==> src/rtl/parking_pkg.sv <==
// rtl/parking_pkg.sv - state encoding, segment codes and counter-width helper for the gate controller
package parking_pkg;

    typedef enum logic [2:0] {
        ST_IDLE       = 3'd0,
        ST_WAIT_PASS  = 3'd1,
        ST_WRONG_PASS = 3'd2,
        ST_RIGHT_PASS = 3'd3,
        ST_STOP       = 3'd4,
        ST_LOCKED     = 3'd5
    } state_t;

    // Active-low segments, bit order gfedcba
    localparam logic [6:0] SEG_E     = 7'b0000110;
    localparam logic [6:0] SEG_N     = 7'b0101011;
    localparam logic [6:0] SEG_G     = 7'b1000010;
    localparam logic [6:0] SEG_O     = 7'b1000000;
    localparam logic [6:0] SEG_F     = 7'b0001110;
    localparam logic [6:0] SEG_L     = 7'b1000111;
    localparam logic [6:0] SEG_S     = 7'b0010010;
    localparam logic [6:0] SEG_P     = 7'b0001100;
    localparam logic [6:0] SEG_C     = 7'b1000110;
    localparam logic [6:0] SEG_BLANK = 7'b1111111;

    // Bits needed to hold values 0..max_val, never less than one
    function automatic int cnt_w(input int max_val);
        return (max_val < 2) ? 1 : $clog2(max_val + 1);
    endfunction

endpackage

==> src/rtl/parking_occupancy.sv <==
// rtl/parking_occupancy.sv - exit edge detect and saturating up/down occupancy counter
module parking_occupancy
    import parking_pkg::*;
#(
    parameter int NUM_SLOTS = 4,
    localparam int OCC_W    = cnt_w(NUM_SLOTS)
) (
    input  logic             clk,
    input  logic             rst_n,
    input  logic             exit_sensor,
    input  logic             entry_inc,
    output logic [OCC_W-1:0] free_slots,
    output logic             full
);

    localparam logic [OCC_W-1:0] CAP = OCC_W'(NUM_SLOTS);

    logic [OCC_W-1:0] occ_q, occ_d;
    logic             exit_q, exit_d;
    logic             exit_dec;

    always_comb begin
        exit_d   = exit_sensor;
        exit_dec = exit_sensor && !exit_q && (occ_q != '0);
        occ_d    = occ_q;
        // An entry and an exit on the same edge cancel out
        if (entry_inc && !exit_dec) begin
            if (occ_q != CAP) begin
                occ_d = occ_q + 1'b1;
            end
        end else if (exit_dec && !entry_inc) begin
            occ_d = occ_q - 1'b1;
        end
    end

    always_ff @(posedge clk or negedge rst_n) begin
        if (!rst_n) begin
            occ_q  <= '0;
            exit_q <= 1'b0;
        end else begin
            occ_q  <= occ_d;
            exit_q <= exit_d;
        end
    end

    assign free_slots = CAP - occ_q;
    assign full       = (occ_q == CAP);

endmodule

==> src/rtl/parking_gate_ctrl.sv <==
// rtl/parking_gate_ctrl.sv - parking gate FSM with password check, lockout, timeout and LED/HEX decode
module parking_gate_ctrl
    import parking_pkg::*;
#(
    parameter int                PASS_W         = 2,
    parameter logic [PASS_W-1:0] PASS_1_KEY     = PASS_W'(1),
    parameter logic [PASS_W-1:0] PASS_2_KEY     = PASS_W'(2),
    parameter int                NUM_SLOTS      = 4,
    parameter int                MAX_TRIES      = 3,
    parameter int                TIMEOUT_CYCLES = 50,
    parameter int                LOCK_CYCLES    = 16,
    parameter int                BLINK_DIV      = 4,
    localparam int               OCC_W          = cnt_w(NUM_SLOTS)
) (
    input  logic              clock_in,
    input  logic              rst_in,
    input  logic              Front_Sensor,
    input  logic              Back_Sensor,
    input  logic              Exit_Sensor,
    input  logic [PASS_W-1:0] pass_1,
    input  logic [PASS_W-1:0] pass_2,
    input  logic              pass_valid,
    output logic              G_LED,
    output logic              R_LED,
    output logic [6:0]        HEX_1,
    output logic [6:0]        HEX_2,
    output logic [OCC_W-1:0]  free_slots,
    output logic              full,
    output logic              locked
);

    localparam int TRY_W = cnt_w(MAX_TRIES);
    localparam int TMR_W = cnt_w((TIMEOUT_CYCLES > LOCK_CYCLES) ? TIMEOUT_CYCLES : LOCK_CYCLES);
    localparam int BLK_W = cnt_w(2 * BLINK_DIV - 1);

    localparam logic [TRY_W-1:0] MAX_T     = TRY_W'(MAX_TRIES);
    localparam logic [TMR_W-1:0] TMO_LAST  = TMR_W'(TIMEOUT_CYCLES - 1);
    localparam logic [TMR_W-1:0] LOCK_LAST = TMR_W'(LOCK_CYCLES - 1);
    localparam logic [BLK_W-1:0] BLK_LAST  = BLK_W'(2 * BLINK_DIV - 1);
    localparam logic [BLK_W-1:0] BLK_ON    = BLK_W'(BLINK_DIV);

    state_t           state_q, state_d;
    logic [TRY_W-1:0] tries_q, tries_d, tries_inc;
    logic [TMR_W-1:0] timer_q, timer_d;
    logic [BLK_W-1:0] blink_q, blink_d;
    logic             match;
    logic             entry_inc;
    logic             blink_on;

    parking_occupancy #(
        .NUM_SLOTS (NUM_SLOTS)
    ) u_occupancy (
        .clk         (clock_in),
        .rst_n       (rst_in),
        .exit_sensor (Exit_Sensor),
        .entry_inc   (entry_inc),
        .free_slots  (free_slots),
        .full        (full)
    );

    always_comb begin
        state_d   = state_q;
        tries_d   = tries_q;
        timer_d   = timer_q;
        entry_inc = 1'b0;
        match     = pass_valid && (pass_1 == PASS_1_KEY) && (pass_2 == PASS_2_KEY);
        tries_inc = tries_q + 1'b1;

        case (state_q)
            ST_IDLE: begin
                if (Front_Sensor && !full) begin
                    state_d = ST_WAIT_PASS;
                end
            end
            ST_WAIT_PASS, ST_WRONG_PASS: begin
                // The timer doubles as the no-keypad-activity counter here
                if (pass_valid) begin
                    timer_d = '0;
                    if (match) begin
                        state_d = ST_RIGHT_PASS;
                        tries_d = '0;
                    end else begin
                        tries_d = tries_inc;
                        state_d = (tries_inc == MAX_T) ? ST_LOCKED : ST_WRONG_PASS;
                    end
                end else if (timer_q == TMO_LAST) begin
                    state_d = ST_IDLE;
                    tries_d = '0;
                end else begin
                    timer_d = timer_q + 1'b1;
                end
            end
            ST_RIGHT_PASS: begin
                if (Back_Sensor) begin
                    entry_inc = 1'b1;
                    state_d   = Front_Sensor ? ST_STOP : ST_IDLE;
                end
            end
            ST_STOP: begin
                if (pass_valid) begin
                    if (match) begin
                        tries_d = '0;
                        state_d = full ? ST_IDLE : ST_RIGHT_PASS;
                    end else begin
                        tries_d = tries_inc;
                        if (tries_inc == MAX_T) begin
                            state_d = ST_LOCKED;
                        end
                    end
                end
            end
            ST_LOCKED: begin
                if (timer_q == LOCK_LAST) begin
                    state_d = ST_IDLE;
                    tries_d = '0;
                end else begin
                    timer_d = timer_q + 1'b1;
                end
            end
            default: begin
                state_d = ST_IDLE;
            end
        endcase

        // Every state change restarts both the dwell timer and the blink phase
        if (state_d != state_q) begin
            timer_d = '0;
            blink_d = '0;
        end else begin
            blink_d = (blink_q == BLK_LAST) ? '0 : blink_q + 1'b1;
        end
    end

    always_ff @(posedge clock_in or negedge rst_in) begin
        if (!rst_in) begin
            state_q <= ST_IDLE;
            tries_q <= '0;
            timer_q <= '0;
            blink_q <= '0;
        end else begin
            state_q <= state_d;
            tries_q <= tries_d;
            timer_q <= timer_d;
            blink_q <= blink_d;
        end
    end

    assign blink_on = (blink_q < BLK_ON);
    assign locked   = (state_q == ST_LOCKED);

    always_comb begin
        G_LED = 1'b0;
        R_LED = 1'b0;
        HEX_1 = SEG_BLANK;
        HEX_2 = SEG_BLANK;
        case (state_q)
            ST_IDLE: begin
                if (full) begin
                    R_LED = 1'b1;
                    HEX_1 = SEG_F;
                    HEX_2 = SEG_L;
                end
            end
            ST_WAIT_PASS: begin
                R_LED = 1'b1;
                HEX_1 = SEG_E;
                HEX_2 = SEG_N;
            end
            ST_WRONG_PASS: begin
                R_LED = blink_on;
                HEX_1 = SEG_E;
                HEX_2 = SEG_E;
            end
            ST_RIGHT_PASS: begin
                G_LED = blink_on;
                HEX_1 = SEG_G;
                HEX_2 = SEG_O;
            end
            ST_STOP: begin
                R_LED = blink_on;
                HEX_1 = SEG_S;
                HEX_2 = SEG_P;
            end
            ST_LOCKED: begin
                R_LED = 1'b1;
                HEX_1 = SEG_L;
                HEX_2 = SEG_C;
            end
            default: begin
                G_LED = 1'b0;
            end
        endcase
    end

endmodule
==> config.mk <==
export PLATFORM = sky130hd
export DESIGN_NAME = parking_gate_ctrl
export DESIGN_NICKNAME = d
export VERILOG_FILES = /design/src/rtl/parking_pkg.sv /design/src/rtl/parking_occupancy.sv /design/src/rtl/parking_gate_ctrl.sv
export SDC_FILE = /design/constraint.sdc
export NUM_CORES = 1
export LEC_CHECK = 0
export BUFFER_PORTS_ARGS = -buffer_cell sky130_fd_sc_hd__buf_2
export CORE_UTILIZATION = 45
export CTS_BUF_LIST = sky130_fd_sc_hd__clkbuf_4 sky130_fd_sc_hd__clkbuf_8 sky130_fd_sc_hd__clkbuf_16
export CTS_CLUSTER_DIAMETER = 150
export DETAILED_ROUTE_END_ITERATION = 6
export PLACE_DENSITY = 0.7
export SYNTH_ARGS = -nofsm -noshare
export SYNTH_HDL_FRONTEND = slang
export SYNTH_SLANG_ARGS = --single-unit
==> constraint.sdc <==
create_clock -name clock_in -period 1.95 [get_ports clock_in]
set_clock_uncertainty 0.1 [all_clocks]
set_input_delay 0.2925 -clock clock_in [delete_from_list [all_inputs] [get_ports clock_in]]
set_output_delay 0.2925 -clock clock_in [all_outputs]
set_load 0.005 [all_outputs]
# --- Word level (Yosys, flattened, before mapping) ---
# Index checks and enable logic that the tools add are counted.
word_totals:
  reg_bits: 18
  in_bits: 10
classes:
  addsub: 6
  n_lt_le_gt_ge: 1
  eq_ne: 20
  muxes: 38
  reduce_logical: 22
ops:
  columns: ["op", "count"]
  rows:
  - ["$mux W3", 16]
  - ["$pmux W7 S6", 1]
  - ["$pmux W7 S5", 1]
  - ["$mux W6", 5]
  - ["$pmux W3 S5", 1]
  - ["$eq A3 B3 Y1 const B", 4]
  - ["$mux W2", 6]
  - ["$pmux W6 S2", 1]
  - ["$reduce_bool A3 Y1", 3]
  - ["$logic_and A1 B1 Y1", 7]
  - ["$mux W7", 1]
  - ["$add A3 B1 Y3 const B", 2]
  - ["$add A6 B1 Y6 const B", 1]
  - ["$eq A3 B2 Y1 const B", 2]
  - ["$eq A6 B4 Y1 const B", 1]
  - ["$eq A6 B6 Y1 const B", 1]
  - ["$pmux W2 S3", 1]
  - ["$reduce_or A2 Y1", 3]
  - ["$eq A2 B2 Y1 const B", 2]
  - ["$logic_not A1 Y1", 4]
  - ["$mux W1", 4]
  - ["$ne A2 B2 Y1 const B", 2]
  - ["$ne A4 B3 Y1 const B", 1]
  - ["$reduce_and A4 Y1", 1]
  - ["16 further kinds", 16]

# --- Longest topological paths before layout ---
# Gate-level depths: netlist of run 1.
depth:
  depth_word: 9
  mapped_depth: 10

# --- Cells and area by module ---
# A second synthesis of run 1 with hierarchy kept.
hier_totals:
  hier_cells: 207
  area_unflattened_um2: 1746.7
by_module_without_submodules:
  columns: ["mod", "instances", "cells_per_inst", "area_each_um2"]
  rows:
  - ["parking_gate_ctrl", 1, 184, 1480.2]
  - ["parking_occupancy", 1, 23, 266.5]

# --- Worst setup path after synthesis of run 1 ---
# Ideal clock, no wire load.
synth_timing:
  kind: "register to register"
  startpoint: "register u_occupancy.occ_q[0]"
  endpoint: "register timer_q[0]"
  setup_time_ps: 132
  t_arrival_ps: 1880
  slack_ps: -161
  path_stages_with_launch: 9
  period_less_slack_ps: 2111
  path_cell_list: "dfrtp_1 inv_1 ha_1 ha_1 a21oi_1 o221a_2 o31a_1 o211ai_4 nor2_1"
synth_between:
  elab_chain_cells: 8
synth_rtl:
  columns: ["element", "line", "source"]
  rows:
  - ["start, declared", "parking_occupancy.sv:18", "logic [OCC_W-1:0] occ_q, occ_d;"]
  - ["start signal, assigned", "parking_occupancy.sv:38", "occ_q <= '0;"]
  - ["start signal, assigned", "parking_occupancy.sv:41", "occ_q <= occ_d;"]
  - ["$eq A3 B3 Y1 *", "parking_occupancy.sv:47", "assign full = (occ_q == CAP);"]
  - ["via full", "parking_gate_ctrl.sv:28", "output logic full,"]
  - ["$mux W2 / $logic_not A1 Y1 (equally long branches)", "parking_gate_ctrl.sv:103, parking_gate_ctrl.sv:71", null]
  - ["$mux W3 / $logic_and A1 B1 Y1 (equally long branches)", "parking_gate_ctrl.sv:101, parking_gate_ctrl.sv:71", null]
  - ["$mux W3, on equally long branches", "parking_gate_ctrl.sv:100, parking_gate_ctrl.sv:71", null]
  - ["$pmux W3 S5 *", "parking_gate_ctrl.sv:69", "case (state_q)"]
  - ["$ne A3 B3 Y1 *", "parking_gate_ctrl.sv:126", "if (state_d != state_q) begin"]
  - ["$ne A4 B3 Y1 (no source line) (tied with other cells)", null, null]
  - ["$reduce_and A3 Y1 (no source line)", null, null]
  - ["end signal, assigned", "parking_gate_ctrl.sv:143", "timer_q <= timer_d;"]
  - ["end, declared", "parking_gate_ctrl.sv:44", "logic [TMR_W-1:0] timer_q, timer_d;"]
# Mark *: on every way through the listed nets, which the timed path passes. The rest lies on a longest branch.
# A chain may end at the register's enable or synchronous reset.

# --- Final worst setup path of run 1 ---
layout_timing:
  startpoint: "register u_occupancy.occ_q[1]"
  endpoint: "output HEX_2[3]"
layout_between:
  elab_chain_cells: 3
layout_rtl:
  columns: ["element", "line", "source"]
  rows:
  - ["$eq A3 B3 Y1", "parking_occupancy.sv:47", null]
  - ["$mux W6", "parking_gate_ctrl.sv:158", "if (full) begin"]
  - ["$pmux W7 S6", "parking_gate_ctrl.sv:156", "case (state_q)"]
  - ["end, declared", "parking_gate_ctrl.sv:26", "output logic [6:0] HEX_2,"]
# No other way between the ends.

==> impl_metrics.env, run 1 <==
export IMPL_required_ps=1560
export IMPL_p_leak_nw=1.14
export IMPL_power_internal_w=0.00199
export IMPL_cp_startpoint="u_occupancy.occ_q[1]$_DFFE_PN0P_"
export IMPL_regToRegStartpoint="u_occupancy.occ_q[1]$_DFFE_PN0P_"
export IMPL_powerDensity_nw_per_um2=1450
export IMPL_worstPathCellList="inv_2 > ha_4 > ha_4 > nor2_2 > a21oi_2 > nand2_4 > or2_4 > buf_6"
export IMPL_final_core_util_pct=74.9
export IMPL_die_w_um=60.6
export IMPL_finalPower_w=0.00343
export IMPL_worstSetupEndpoint="HEX_2[3]"
export IMPL_final_max_slew_viol_count=0
export IMPL_cpPeakStageDelay_ps=400
export IMPL_clk_insertion_delay_late_ps=280
export IMPL_numClockSinks=18
export IMPL_finalWirelength_um=4410
export IMPL_yosys_warnings=0
export IMPL_ys_flop_type="dfrtp_1"
export IMPL_cp_depth=8
export IMPL_setup_viol=17
export IMPL_finalWeightedCongestion=0.937
export IMPL_gr_total_overflow=0
export IMPL_dieArea_um2=3670
export IMPL_final_common_cell="buf_4"
export IMPL_irDropWorstVdd_uv=834
export IMPL_max_cap_violations=0
export IMPL_final_period_utilization_pct=110
export IMPL_drive_above_1_share_pct=52.3
export IMPL_rsz0062_at_grt="yes"
export IMPL_clockBufferDepth=2
export IMPL_startpoint_type="register"
export IMPL_grt_antenna_before_repair=0
export IMPL_power_switching_share_pct=42.1
export IMPL_synth_enable_flop_cells=0
export IMPL_p_seq_share_pct=18.1
export IMPL_violations="setup timing"
export IMPL_final_nets=286
export IMPL_cpLargestDelayFamily="flip-flops"
export IMPL_setup_slack_ps=-190
export IMPL_via_per_inst=5.36
export IMPL_hpwl_um=3330
export IMPL_r2r_cells=9
export IMPL_wl_per_cell_um=14.3
export IMPL_crit_path_frequent_cell="ha_4"
export IMPL_r2r_setup_slack_ps=-170
export IMPL_first_pass_iters=4
export IMPL_place_inst=288
export IMPL_cts_clk_slew_worst_paths_ps=100
export IMPL_syn_to_final_growth_pct=52.9
export IMPL_gr_usage_all_layers_pct=26.0
export IMPL_grt_pass1_wl_um=7120
export IMPL_synth_fp_nets=206
export IMPL_min_period_ps=2140
export IMPL_cp_max_fo=5
export IMPL_row_count=20
export IMPL_power_switching_w=0.00144
export IMPL_p_comb_share_pct=75.5
export IMPL_cts_root_buffer="clkbuf_4"
export IMPL_synth_area_um2=1540
export IMPL_cts_made_buffers=3
export IMPL_status="finished with violations"
export IMPL_synth_area_per_cell_um2=8.35
export IMPL_diodes=0
export IMPL_critPathSlowestCell="dfrtp_1"
export IMPL_die_h_um=60.6
export IMPL_start_util_pct=49.0
export IMPL_criticalPathCategory="register to primary output"
export IMPL_portBuffers=29
export IMPL_async_flop_share_pct=100
export IMPL_grt_pass1_vias=1550
export IMPL_cts_tree="yes"
export IMPL_drtAntennaViolNets=0
export IMPL_dr_first_iter_drc_count=66
export IMPL_ys_seq_area_share_pct=29.2
export IMPL_layoutNonFillerInstCount=308
export IMPL_syn_inst=185
export IMPL_hold_violations=0
export IMPL_grt_start_max_net_pins=19
export IMPL_r2r_end="timer_q[3]$_DFFE_PN0P_"
export IMPL_pin_count=31
export IMPL_cp_end_kind="primary output"
export IMPL_worst_path_buf_inv=2
export IMPL_ys_ff_latch=18
export IMPL_hold_class="input pin to register"
export IMPL_clkPwrFrac_pct=6.4
export IMPL_critPathArrivalTime_ps=1750
export IMPL_core_area_um2=3150
export IMPL_ys_types=53
export IMPL_final_cell_mix="48 x buf_4, 27 x buf_2, 16 x nor2_1"
export IMPL_vias=1650
export IMPL_fmax_mhz=467
export IMPL_drc_errors=0
export IMPL_h_tree_depth=1
-- registers in the layout, indices dropped and copies added (netlist names) --
name and flops:
timer_q 6, blink_q 3, state_q 3, u_occupancy.occ_q 3, tries_q 2, u_occupancy.exit_q 1
-- routing by layer --
layer / vias to the layer above / track usage [%] / part of all wire, %
li1: 802 / - / -
met1: 799 / 33.0 / 45
met2: 45 / 48.8 / 52
met3: 4 / 2.13 / 2.9
met4: 0 / 4.22 / 0.75
met5: - / 0 / 0
-- cells in the mapped netlist, types with 2 or more instances --
cell      instances  share of area (%)
ha_1             10                8.1
nor3_1            3               0.97
dfrtp_1          18                 29
and3_1            2               0.81
buf_1             3               0.73
and2_1            3                1.2
xor2_1            4                2.3
mux2_2            4                2.9
o21ai_0           9                2.9
and4bb_2          2                1.6
nand3b_1          3                1.5
nand2_1          15                3.6
o211ai_1          3                1.5
a21oi_1          14                4.5
a21o_1            2               0.97
nor2_1           22                5.3
nor4b_1           2                1.1
buf_4             5                2.4
nor2b_1           3                1.2
nand2b_1          3                1.2
inv_1            15                3.6
a21oi_2           2                1.1
xnor2_1           3                1.7
buf_2             3               0.97
nor3_2            3                1.9
nand4_1           2               0.81
-- power groups by stage --
stage | sequential, W | clock (W) | combinational (W)
3_3_place_gp | 0.000615 | 0 | 0.00196
2_1_floorplan | 0.000589 | 0 | 0.00119
6_report | 0.000620 | 0.000220 | 0.00259
4_1_cts | 0.000608 | 0.000230 | 0.00223
5_1_grt | 0.000630 | 0.000244 | 0.00286
3_5_place_dp | 0.000625 | 0 | 0.00201
-- area by class of cell --
class	count	area [um2]
Clock buffer	4	36.3
Fill cell	230	792
Multi-Input combinational cell	139	1120
Sequential cell	18	454
Inverter	16	70.1
Tap cell	44	55.1
Timing Repair Buffer	87	629
-- kinds of logic after synthesis --
logic type      Yosys count  share of synthesized area, %
buf+inv                  28                          8.26
compound gates           47                          21.5
xor+xnor                  7                          3.97
mux                       5                          3.57
other cells               1                         0.243
flops                    18                          29.2
fa+ha+maj                11                          9.40
simple gates             68                          23.9
-- worst reg2reg max path: stages (launching register included) --
cell and delay [ps]:
dfrtp_1 400, inv_2 70, ha_4 140, ha_4 170, nor4b_2 60, a31oi_1 200, o21bai_1 130, o31a_1 320
o211ai_4 320, a21oi_1 80
-- metrics by stage --
stage                     cell area [um2]  hold slack [ps]  setup WS, ps  setup TNS [ps]
after floorplan                      1570             -103         -64.8            -519
after global placement               2010              139          -154           -1350
after detailed placement             2010              141          -203           -1930
after CTS                            2180             14.7          -190           -2100
after global routing                 2360             27.5          -265           -3580
final                                2360             32.4          -190           -2180
-- what timing repair did --
item / CTS / global route
endpoints found under the setup margin: 28 / 28
pin swaps: 11 / 13
hold buffers: 1 / 0
gates resized for setup: 22 / 32
buffers inserted: 7 / 9
endpoints found under the hold margin: 18 / 0
-- worst min-delay path by stage --
stage	to	startpoint	depth (start not counted)	slack [ps]
after CTS	u_occupancy.exit_q$_DFF_PN0_	Exit_Sensor	1	10
after detailed placement	blink_q[2]$_DFF_PN0_	rst_in	1	140
after global routing	u_occupancy.exit_q$_DFF_PN0_	Exit_Sensor	1	30
after floorplan	blink_q[0]$_DFF_PN0_	rst_in	0	-100
final	u_occupancy.exit_q$_DFF_PN0_	Exit_Sensor	1	30
after global placement	blink_q[1]$_DFF_PN0_	rst_in	1	140
(Power assumes the default switching activity.)
==> run 2, diff against run 1 <==
HOLD_SLACK_MARGIN = 0.12   (was default)
PLACE_DENSITY = 0.82   (was 0.7)
==> impl_metrics.env, run 2 (same netlist as run 1, synthesis figures left out) <==
export IMPL_status="finished with violations"
export IMPL_violations="setup timing"
export IMPL_grt_pass1_vias=1610
export IMPL_diodes=0
export IMPL_regMostFlops="timer_q"
export IMPL_critPathSlowestCell="dfrtp_2"
export IMPL_rsz0062_at_grt="yes"
export IMPL_grt_pass1_wl_um=7290
export IMPL_fmax_mhz=469
export IMPL_start_util_pct=49.0
export IMPL_cpLargestDelayFamily="compound AO/OA/AOI/OAI gates"
export IMPL_dieArea_um2=3670
export IMPL_worstPathCellList="buf_4 > xor2_1 > and2b_1 > o221a_2 > o31a_1 > o211ai_4 > buf_12 > nor2_1"
export IMPL_final_nets=282
export IMPL_vias=1765
export IMPL_fillers=214
export IMPL_portBuffers=29
export IMPL_grt_antenna_before_repair=0
export IMPL_cts_clk_slew_worst_paths_ps=110
export IMPL_hpwl_um=3220
export IMPL_die_h_um=60.6
export IMPL_finalPower_w=0.00362
export IMPL_final_area_um2=2380
export IMPL_final_common_cell="buf_4"
export IMPL_drc_errors=0
export IMPL_final_period_utilization_pct=109
export IMPL_drive_above_1_share_pct=53.5
export IMPL_clk_insertion_delay_late_ps=300
export IMPL_layoutNonFillerInstCount=304
export IMPL_h_tree_depth=1
export IMPL_drtAntennaViolNets=0
export IMPL_setup_tns_ps=-2540
export IMPL_gr_total_overflow=0
export IMPL_row_count=20
export IMPL_dr_max_layer_used="met4"
export IMPL_numClockSinks=18
export IMPL_setup_slack_ps=-184
export IMPL_via_per_inst=5.81
export IMPL_core_area_um2=3150
export IMPL_final_core_util_pct=75.5
export IMPL_hold_violations=0
export IMPL_largest_register_ffs=6
export IMPL_final_max_slew_viol_count=0
export IMPL_required_ps=2050
export IMPL_irDropWorstVdd_uv=696
export IMPL_finalWirelength_um=5120
export IMPL_cts_made_buffers=3
export IMPL_criticalPathCategory="register to register"
export IMPL_hold_class="input pin to register"
export IMPL_pin_count=31
export IMPL_cts_root_buffer="clkbuf_4"
export IMPL_powerDensity_nw_per_um2=1520
export IMPL_cpPeakStageDelay_ps=480
export IMPL_wl_per_cell_um=16.8
export IMPL_worst_path_buf_inv=2
export IMPL_syn_to_final_growth_pct=54.2
export IMPL_final_cell_mix="43 x buf_4, 25 x buf_2, 17 x nor2_1"
export IMPL_setup_viol=21
export IMPL_place_inst=288
export IMPL_cts_tree="yes"
export IMPL_critPathArrivalTime_ps=2230
export IMPL_grt_start_max_net_pins=19
export IMPL_die_w_um=60.6
export IMPL_cp_max_fo=9
export IMPL_first_pass_iters=4
export IMPL_gr_usage_all_layers_pct=27.4
export IMPL_min_period_ps=2130
export IMPL_dr_first_iter_drc_count=130
export IMPL_clockBufferDepth=2
export IMPL_routed_wl_met3_um=440
export IMPL_p_leak_nw=1.13
export IMPL_startpoint_type="register"
export IMPL_place_area_um2=2010
export IMPL_finalWeightedCongestion=0.943
export IMPL_cp_end_kind="register"
export IMPL_max_cap_violations=0
export IMPL_m1WireLength_um=1880
export IMPL_wl_met2_um=2590
run 2: report_power, final:
group          internal [W]  leakage, nW  switching (W)
registers          0.000493        0.230       0.000126
logic               0.00143        0.874        0.00133
clock network      0.000114       0.0210       0.000126
total               0.00203         1.13        0.00158
run 2: final cells by class:
cell class                      count  area, um2  share of cell area (%)
Timing Repair Buffer               83        623                    26.2
Inverter                           16       72.6                    3.05
Tap cell                           44       55.1                    2.31
Clock buffer                        4       36.3                    1.52
Sequential cell                    18        454                    19.1
Multi-Input combinational cell    139       1140                    47.9
run 2: what timing repair did:
item	CTS	global route
hold buffers	2	0
setup buffers	11	1
endpoints found under the setup margin	27	28
pin swaps	16	13
resized for setup	38	27
hold endpoints to repair	19	0
run 2: per-layer routing:
layer	up-vias	global-route usage, %
met5	-	0
met2	101	46.8
met1	847	32.8
li1	793	-
met4	0	13.6
met3	24	5.33
run 2: worst min-delay path: stages:
cell and delay, ps:
buf_2 130, a21oi_1 130, a21oi_1 100
run 2: metrics by stage:
stage,hold WS (ps),worst slack (ps)
after CTS,245,-158
after floorplan,-103,-64.8
after global routing,280,-264
after global placement,153,-115
final,282,-184
after detailed placement,154,-150
run 2: final timing paths:
kind / slack (ps) / end / cells after the start / from
max in group asynchronous: 1090 / state_q[2]$_DFF_PN0_ / 2 / rst_in
hold reg to reg: 350 / blink_q[0]$_DFF_PN0_ / 1 / blink_q[0]$_DFF_PN0_
min in group asynchronous: 340 / timer_q[0]$_DFFE_PN0P_ / 2 / rst_in
setup reg to reg: -180 / timer_q[0]$_DFFE_PN0P_ / 8 / state_q[0]$_DFF_PN0_
setup / recovery: -180 / timer_q[0]$_DFFE_PN0P_ / 8 / state_q[0]$_DFF_PN0_
hold / removal: 280 / state_q[2]$_DFF_PN0_ / 3 / Front_Sensor
